## src/rtl/demux_1ton_hs.sv

```systemverilog
`default_nettype none
// +--------------------------------------------------------------------------+
// | Module   : demux_1ton_hs                                                 |
// | Brief    : Registered 1-to-N block demux with valid/ready on both sides, |
// |            manual (sel) or round-robin destination. Optional macro       |
// |            DEMUX_SEL_CHECK_EN adds sel_err and drops out-of-range sel.   |
// | Revision : 1.0  initial release                                          |
// +--------------------------------------------------------------------------+
module demux_1ton_hs #(
  parameter int WIDTH      = 9,
  parameter int DATA_WIDTH = 16,
  parameter int N_OUT      = 4,
  localparam int SEL_W     = $clog2(N_OUT)
) (
  input  logic                    clk,
  input  logic                    rst,
  input  logic                    mode,
  input  logic [SEL_W-1:0]        sel,
  input  logic                    in_valid,
  output logic                    in_ready,
  input  logic signed [WIDTH-1:0] d_in_re  [0:DATA_WIDTH-1],
  input  logic signed [WIDTH-1:0] d_in_im  [0:DATA_WIDTH-1],
  output logic [N_OUT-1:0]        out_valid,
  input  logic [N_OUT-1:0]        out_ready,
  output logic signed [WIDTH-1:0] d_out_re [0:N_OUT-1][0:DATA_WIDTH-1],
  output logic signed [WIDTH-1:0] d_out_im [0:N_OUT-1][0:DATA_WIDTH-1],
  output logic [SEL_W-1:0]        rr_ptr
`ifdef DEMUX_SEL_CHECK_EN
  ,
  output logic                    sel_err
`endif
);

  localparam logic [SEL_W-1:0] c_LAST = SEL_W'(N_OUT - 1);

  logic                    r_vld;
  logic [SEL_W-1:0]        r_dest;
  logic [SEL_W-1:0]        r_rr_ptr;
  logic signed [WIDTH-1:0] r_re [0:DATA_WIDTH-1];
  logic signed [WIDTH-1:0] r_im [0:DATA_WIDTH-1];

  logic                    w_accept;
  logic                    w_drain;
  logic                    w_sel_ok;
  logic                    w_drop;
  logic [SEL_W-1:0]        w_dest_n;

  // Power-of-two channel counts cannot produce an out-of-range sel.
  generate
    if ((1 << SEL_W) == N_OUT) begin : g_sel_pow2
      assign w_sel_ok = 1'b1;
    end else begin : g_sel_range
      assign w_sel_ok = (sel <= c_LAST);
    end
  endgenerate

  always_comb begin
    out_valid = '0;
    for (int k = 0; k < N_OUT; k++) begin
      out_valid[k] = r_vld && (r_dest == SEL_W'(k));
    end
  end

  assign w_drain  = |(out_valid & out_ready);
  assign in_ready = !r_vld || w_drain;
  assign w_accept = in_valid && in_ready;
  assign rr_ptr   = r_rr_ptr;

`ifdef DEMUX_SEL_CHECK_EN
  assign w_drop   = !mode && !w_sel_ok;
  assign w_dest_n = mode ? r_rr_ptr : sel;
`else
  assign w_drop   = 1'b0;
  assign w_dest_n = mode ? r_rr_ptr : (w_sel_ok ? sel : c_LAST);
`endif

  always_ff @(posedge clk) begin
    if (rst) begin
      r_vld    <= 1'b0;
      r_dest   <= '0;
      r_rr_ptr <= '0;
      for (int i = 0; i < DATA_WIDTH; i++) begin
        r_re[i] <= '0;
        r_im[i] <= '0;
      end
    end else begin
      if (w_accept && !w_drop) begin
        r_vld  <= 1'b1;
        r_dest <= w_dest_n;
        r_re   <= d_in_re;
        r_im   <= d_in_im;
      end else if (w_drain) begin
        r_vld <= 1'b0;
      end
      if (w_accept && mode) begin
        r_rr_ptr <= (r_rr_ptr == c_LAST) ? '0 : r_rr_ptr + 1'b1;
      end
    end
  end

`ifdef DEMUX_SEL_CHECK_EN
  logic r_sel_err;

  always_ff @(posedge clk) begin
    if (rst) begin
      r_sel_err <= 1'b0;
    end else begin
      r_sel_err <= w_accept && w_drop;
    end
  end

  assign sel_err = r_sel_err;
`endif

  // Idle channels present zeros rather than stale block contents.
  always_comb begin
    for (int k = 0; k < N_OUT; k++) begin
      for (int i = 0; i < DATA_WIDTH; i++) begin
        d_out_re[k][i] = out_valid[k] ? r_re[i] : '0;
        d_out_im[k][i] = out_valid[k] ? r_im[i] : '0;
      end
    end
  end

endmodule
`default_nettype wire

```

## config.mk

```make
export PLATFORM = sky130hd
export DESIGN_NAME = demux_1ton_hs
export DESIGN_NICKNAME = d
export VERILOG_FILES = /design/src/rtl/demux_1ton_hs.sv
export SDC_FILE = /design/constraint.sdc
export NUM_CORES = 1
export LEC_CHECK = 0
export ABC_AREA = 0
export BUFFER_PORTS_ARGS = -buffer_cell sky130_fd_sc_hd__buf_2
export CAP_MARGIN = 20
export CORE_AREA = 2 2 571 573
export CTS_CLUSTER_DIAMETER = 200
export CTS_CLUSTER_SIZE = 20
export DETAILED_ROUTE_END_ITERATION = 6
export DIE_AREA = 0 0 573 575
export PLACE_DENSITY_LB_ADDON = 0.15
export SYNTH_ARGS = -nofsm -noshare
export SYNTH_HDL_FRONTEND = slang
export SYNTH_SLANG_ARGS = --single-unit
```

## constraint.sdc

```tcl
create_clock -name clk -period 4.75 [get_ports clk]
set_clock_uncertainty 0.2 [all_clocks]
set_input_delay 0.2375 -clock clk [delete_from_list [all_inputs] [get_ports clk]]
set_output_delay 0.2375 -clock clk [all_outputs]
set_load 0.05 [all_outputs]
```

Yosys cells after proc, flatten, opt, wreduce, memory -nomap -nowiden:

Cells that the tools add are included.

* $add $sub $neg: 1
* eq/ne operators: 4
* mux-type cells: 132
* bitwise logic cells: 1
* reductions and logical operators: 11

Operators with widths (number)
* $mux 9: 128
* $eq 2x2->1 const B: 3
* $logic_and 1x1->1: 6
* $and 4x4->4: 1
* $mux 2: 2
* $reduce_or 4->1: 1
* $add 2x1->2 const B: 1
* $eq 2x1->1 const B: 1
* $logic_not 2->1: 1
* $mux 1: 2
* $reduce_bool 2->1: 1
* $logic_not 1->1: 1
* $logic_or 1x1->1: 1

* register bits after elaboration: 293
* output and inout bits: 1159
* word-level logic and storage cells: 184

Logic depth before layout (Yosys ltp):

Gate-level depths: netlist of the first run.

* word-level depth: 7
* mapped depth: 7
* depth with buffers taken out: 3

Least setup slack after synthesis of the first run:

Ideal clock, no wire load.

* path type: reg-to-output
* start point: register r_dest[1]
* end point: output port d_out_im[432] in the netlist's numbering
* data arrival time: 1.959 ns
* required time: 4.313 ns
* setup slack: 2.354 ns
* cell stages (with the launch flop): 6
* buffers on the path: 2
* path through: dfxtp_1 and2b_1 nor2b_1 buf_2 clkbuf_1 and2_1

RTL lines
* start: declaration: RTL line 37 `logic [SEL_W-1:0] r_dest;`
* start signal: assignment: RTL line 89 `r_dest <= w_dest_n;`
* end: declaration: RTL line 26 `output logic signed [WIDTH-1:0] d_out_im [0:N_OUT-1][0:DATA_WIDTH-1],`

==> impl_metrics.ini, run 1 <==
[detailed_routing]
drt-met1-wl_mm = 71.12
met2_length_mm = 80.69
post_drt_wl_per_cell_um = 19.84
vias = 23910
via_per_inst = 2.806
first_pass_iters = 4
ant_nets = 0
highest_layer = met4
first_iter_violations = 1036
wirelength_mm = 169.1
drc = 0
wl_met3_mm = 12.34

[min_path]
hp-start = d_in_im[34]
hold_path_class = in -> reg
hold_path_end = r_im[34]$_SDFFE_PP0P_
hold_depth = 4

[floorplanning]
fp.dieH_um = 575
die_x_um = 573
coreArea_um2 = 323200
rows = 209
start_util_pct = 6.507
die-area_um2 = 329500
io_pins = 1457

[finish]
drive_above_1_share_pct = 36.72
fin_area_um2 = 36710
final_nets = 4465
fin_cells = 8523
area_growth_pct = 74.52
n_fill_cell = 37960

[clock_network]
post_cts_buffers = 0
cts_root_buf = clkbuf_16
htree_levels = 1
clk_latency_ns = 0.64
path_clk_slew_ns = 0.10
cts_resized = 0
cts_tree = done
clkSinkCount = 293
clk_path_buf_depth = 3
cts_buffers = 19
cts_hold_buf = 307

[worst_setup_path]
cp-start-kind = flop
path_max_fanout = 95
worstPathArrival_ns = 3.37
r2r_start = r_dest[0]$_SDFFE_PP0P_
cp-end-kind = output pin
crit_required_ns = 4.31
rr_endpoint = r_im[30]$_SDFFE_PP0P_
r2r_cells = 5
r2r_setup_slack_ns = 1.50
crit_type = reg -> out

[logic_synthesis]
synth.most_common_cell = and2_1
yosys_warnings = 0
yosys_register_bits = 293
synthArstFlopShare_pct = 0
synth_seq_area_share_pct = 27.89
syn_area_per_cell_um2 = 8.099
syn-num-nets = 2896
netlist_area_um2 = 21030
synthFlopType = dfxtp_1
synthTopCellsByArea = dfxtp_1 (28%), and2_1 (26%), nand2b_1 (17%)
syn_inst = 2597
yosys-top-cells-count = and2_1 (866), nand2b_1 (578), dfxtp_1 (293), mux2i_1 (293), and3_1 (289)
synth_top_area_share_pct = 27.89
synthDistinctLibCells = 23
synth_edf_count = 0
synth_largest_area_cell = dfxtp_1

[timing]
fmax_mhz = 262.9
fin_tns_setup_ns = 0
rsz0062_at_grt = false
hold_viol = 0
period_minus_slack_ns = 3.804
setup_slack_ns = 0.9457
fin_crit_sh_pct = 80.09
setup_viol_count_final = 0
worst_pin_slew_ns = 1.139
drv_slew = 0
timing.slew.headroom_pct = 23.96

[global_routing]
antenna_found_initial = 57
grt_max_degree = 152
grt_pass1_vias = 24230
grt.overflow.total = 0
track_usage_pct = 9.753
grt_pass1_wl_mm = 224.6

[power]
peakVddDrop_uv = 253.9
pwr-share-clk_pct = 28.2
sequentialPowerShare_pct = 46.9
pwr-share-comb_pct = 24.9
switching_share_pct = 40.15
p_leak_nw = 18.84
power_mw = 6.744
switching_power_mw = 2.707
p_int_mw = 4.036
powerDensity_nw_per_um2 = 183.7

[outcome]
status = complete, no violations

[placement]
port_buffers = 1456
gp_congestion = 0.7447
place_ws_ns = 1.457
dp_cells = 8163
dp_hpwl_mm = 135.9
placed_area_um2 = 33050

[run]
maxCapViolCount = 0
-- layout by cell type, fill, tap and decap left out --
| cell | count |
|---|---|
| dfxtp_1 | 292 |
| nor3_1 | 1 |
| inv_12 | 1 |
| dlygate4sd3_1 | 307 |
| nand2b_1 | 578 |
| dfxtp_4 | 1 |
| nor2b_4 | 2 |
| nand2_1 | 1 |
| and3_1 | 288 |
| buf_8 | 1 |
| nor2_1 | 2 |
| inv_1 | 1 |
| a21oi_1 | 1 |
| and2_1 | 866 |
| diode_2 | 31 |
| and3_4 | 1 |
| a221o_1 | 1 |
| ha_1 | 1 |
| a221oi_1 | 1 |
| mux2_2 | 3 |
| inv_8 | 1 |
| and2b_4 | 1 |
| nor2b_1 | 3 |
| buf_12 | 15 |
| clkinv_2 | 1 |
| mux2i_1 | 293 |
| buf_4 | 28 |
| buf_2 | 1455 |
| a221oi_4 | 1 |
| clkbuf_16 | 19 |
| a22oi_1 | 1 |
-- per-stage QoR --
stage               util (%)  hold slack, ns
global route           11.34          0.1267
finish                 11.36          0.1729
floorplan                  -          0.1928
global placement       10.22          0.3010
CTS                    11.33         0.06096
detailed placement     10.22          0.3060
-- flip-flops by register name, indices dropped and copies added, names as in the netlist --
signal	flops
r_vld	1
r_im	144
rr_ptr	2
r_re	144
r_dest	2
-- kinds of logic (layout without fill, tap and decap cells) --
kind of cell    count (synthesis)  count (layout)  share of synthesized area, %
flops                         293             293                         27.89
buf+inv                       259            1829                         5.919
compound gates                  5               5                        0.2201
fa+ha+maj                       1               1                       0.05948
mux                           296             296                         14.10
other cells                     0              31                             0
simple gates                 1743            1743                         51.81
-- layer usage --
metal	up-vias	GRT usage, %
li1	11380	-
met3	91	2.335
met4	0	2.712
met1	11350	11.97
met2	1097	16.83
met5	-	0
-- power by group through the flow --
stage                     Combinational (mW)  Sequential [mW]  Clock, mW
after global placement                  1.46             3.25          0
after CTS                               1.72             3.21       2.15
after global routing                    1.81             3.21       2.14
after floorplan                         1.03             2.81          0
after detailed placement                1.47             3.26          0
final                                   1.68             3.16       1.90
-- worst max-delay path by stage --
stage                           startpoint                     to  slack (ns)  cells past startpoint
finish              r_dest[0]$_SDFFE_PP0P_           d_out_re[41]        0.95                      5
global route        r_dest[0]$_SDFFE_PP0P_          d_out_im[142]        0.76                      5
CTS                 r_dest[0]$_SDFFE_PP0P_           d_out_re[41]        0.83                      5
detailed placement  r_dest[0]$_SDFFE_PP0P_  r_im[30]$_SDFFE_PP0P_        1.46                      5
global placement    r_dest[0]$_SDFFE_PP0P_  r_re[20]$_SDFFE_PP0P_        1.52                      5
floorplan           r_dest[1]$_SDFFE_PP0P_          d_out_im[432]        2.35                      5
-- final cells by class --
class                   instances  area [um^2]  area share (%)
clock inverters                 3        32.53         0.08863
well taps                    4325         5411           14.74
clock buffers                  19        475.5           1.295
diodes                         31        77.57          0.2113
inverters                       1        3.754         0.01023
repair buffers               1806        10880           29.64
flip-flops and latches        293         5869           15.99
multi-input cells            2045        13960           38.02
-- critical path, cell delays in order (launching register included) --
cell and delay (ns):
dfxtp_4 0.93, and3_4 0.35, buf_4 0.45, buf_12 0.32
and2_1 0.21, buf_2 0.26
No activity file was read; power rests on OpenSTA's default activity.
==> run 2, diff against run 1 <==
--- a/config.mk
+++ b/config.mk
@@ -8,11 +8,11 @@
 export ABC_AREA = 0
 export BUFFER_PORTS_ARGS = -buffer_cell sky130_fd_sc_hd__buf_2
 export CAP_MARGIN = 20
-export CORE_AREA = 2 2 571 573
+export CORE_AREA = 2 2 567 569
 export CTS_CLUSTER_DIAMETER = 200
 export CTS_CLUSTER_SIZE = 20
 export DETAILED_ROUTE_END_ITERATION = 6
-export DIE_AREA = 0 0 573 575
+export DIE_AREA = 0 0 569 571
 export PLACE_DENSITY_LB_ADDON = 0.15
 export SYNTH_ARGS = -nofsm -noshare
 export SYNTH_HDL_FRONTEND = slang
==> constraint.sdc (replaced) <==
create_clock -name clk -period 3.28 [get_ports clk]
set_clock_uncertainty 0.2 [all_clocks]
set_input_delay 0.164 -clock clk [delete_from_list [all_inputs] [get_ports clk]]
set_output_delay 0.164 -clock clk [all_outputs]
set_load 0.05 [all_outputs]
==> run 2 against run 1 <==
Against the previous run: combinational power increased by 59%; sequential share of layout area fell by 0.95 points; die area is 1.4% lower; via count increased by 2.0%; critical path depth is 1 higher; power up 51%; register-to-register slack worse by 1.1 ns; cell area rose by 6.3%; wire length rose by 0.78%; non-clock buffer count rose by 110; critical path type unchanged; highest routed layer is now met5.
==> impl_metrics.ini, run 2 (synthesis gave the netlist of run 1 again) <==
[floorplanning]
die_x_um = 569
coreArea_um2 = 319300
fp.dieH_um = 571
io_pins = 1457
start_util_pct = 6.587
die-area_um2 = 324900
rows = 208

[clock_network]
cts_root_buf = clkbuf_16
cts_tree = done
htree_levels = 1
clkSinkCount = 293
path_clk_slew_ns = 0.10
clk_latency_ns = 0.64
cts_buffers = 20
clk_path_buf_depth = 3

[timing]
worst_pin_slew_ns = 0.9957
timing.slew.headroom_pct = 33.62
setup_viol_count_final = 0
fin_tns_setup_ns = 0
fin_crit_sh_pct = 93.48
rsz0062_at_grt = false
hold_viol = 0
fmax_mhz = 326.1
period_minus_slack_ns = 3.066
drv_slew = 0

[finish]
area_growth_pct = 85.53
reg.largest.list = r_im x144, r_re x144
fin_area_um2 = 39020
layout_commonest_cell = buf_2
drive_above_1_share_pct = 36.74
final_nets = 4576
layout_common_cells = buf_2 (1367), and2_1 (865), nand2b_1 (578)

[global_routing]
busiest_layer = met2
grt_max_degree = 139
track_usage_pct = 9.953
grt.overflow.total = 0
grt_pass1_vias = 24790
use_met3_pct = 2.171
antenna_found_initial = 52
grt.met1_usage_pct = 12.01
met2_usage_pct = 17.60
grt_pass1_wl_mm = 224.8

[worst_setup_path]
crit_type = reg -> out
worstPathArrival_ns = 2.70
cp_cell_sequence = and2b_4 -> nor2b_4 -> buf_12 -> buf_12 -> and2_1 -> buf_2
max_stage_delay_ns = 0.37
crit_top_cell = buf_12
path_buf_inv = 3
cp-start-kind = flop
crit_required_ns = 2.92
path_max_fanout = 96
cp-end-kind = output pin
critPathTopFamily = simple AND/OR/NAND/NOR gates
critPathSlowestCell = and2b_4

[detailed_routing]
post_drt_wl_per_cell_um = 20.04
wirelength_mm = 170.4
first_pass_iters = 4
via_per_inst = 2.866
drc = 0
vias = 24380
ant_nets = 0
first_iter_violations = 887

[run]
maxCapViolCount = 0

[outcome]
status = complete, no violations

[power]
power_mw = 10.16
p_leak_nw = 19.65
powerDensity_nw_per_um2 = 260.3
peakVddDrop_uv = 316.4

[placement]
dp_hpwl_mm = 138.7
placed_area_um2 = 34510
gp_congestion = 0.7630
port_buffers = 1456

[min_path]
hold_path_class = in -> reg
run 2: path summary, 6_finish.rpt:
path                          startpoint                endpoint  slack, ns  depth (start not counted)
hold reg to reg   r_im[143]$_SDFFE_PP0P_  r_im[143]$_SDFFE_PP0P_       0.33                          2
setup reg to reg  r_dest[0]$_SDFFE_PP0P_   r_re[65]$_SDFFE_PP0P_       0.39                          6
hold / removal               d_in_im[45]   r_im[45]$_SDFFE_PP0P_       0.13                          4
setup / recovery  r_dest[1]$_SDFFE_PP0P_           d_out_im[474]       0.21                          6
run 2: metal layers:
metal	vias up	part of all wire, %
met1	11580	42
met2	1072	49
li1	11610	-
met4	2	2.8
met5	-	0.0076
met3	123	6.7
run 2: per-stage QoR:
| stage | worst slack, ns | utilization [%] | hold slack, ns | instances |
|---|---|---|---|---|
| 3_5_place_dp | 0.7092 | 10.81 | 0.2313 | 8073 |
| 3_3_place_gp | 0.6977 | 10.81 | 0.2268 | 8073 |
| 6_report | 0.2139 | 12.22 | 0.1338 | 8507 |
| 4_1_cts | 0.01994 | 12.19 | 0.01691 | 8482 |
| 5_1_grt | 0.03067 | 12.20 | 0.06860 | 8486 |
| 2_1_floorplan | 0.9570 | - | 0.1193 | 2597 |
run 2: what timing repair did:
item / CTS / global route
hold endpoints to repair: 293 / 0
endpoints found under the setup margin: 94 / 21
buffers inserted: 2 / 0
resized for setup: 1 / 5
hold buffers: 380 / 0
run 2: worst min-delay path: stages:
cell and delay (ns):
dlygate4sd3_1 0.53, buf_2 0.12, nand2b_1 0.06, mux2i_1 0.06
run 2: layout make-up:
type | instances | area, um^2
fillers | 37130 | 280300
multi-input cells | 2045 | 13960
repair buffers | 1916 | 13280
flip-flops and latches | 293 | 5871
well taps | 4200 | 5255
clock buffers | 23 | 543.0
diodes | 25 | 62.56
clock inverters | 4 | 53.80
inverters | 1 | 3.754
run 2: report_power, final:
part / leakage, nW / internal (mW) / switching (mW)
clock network: 0.293 / 1.21 / 1.71
registers: 2.42 / 3.81 / 0.762
logic: 16.9 / 1.16 / 1.50
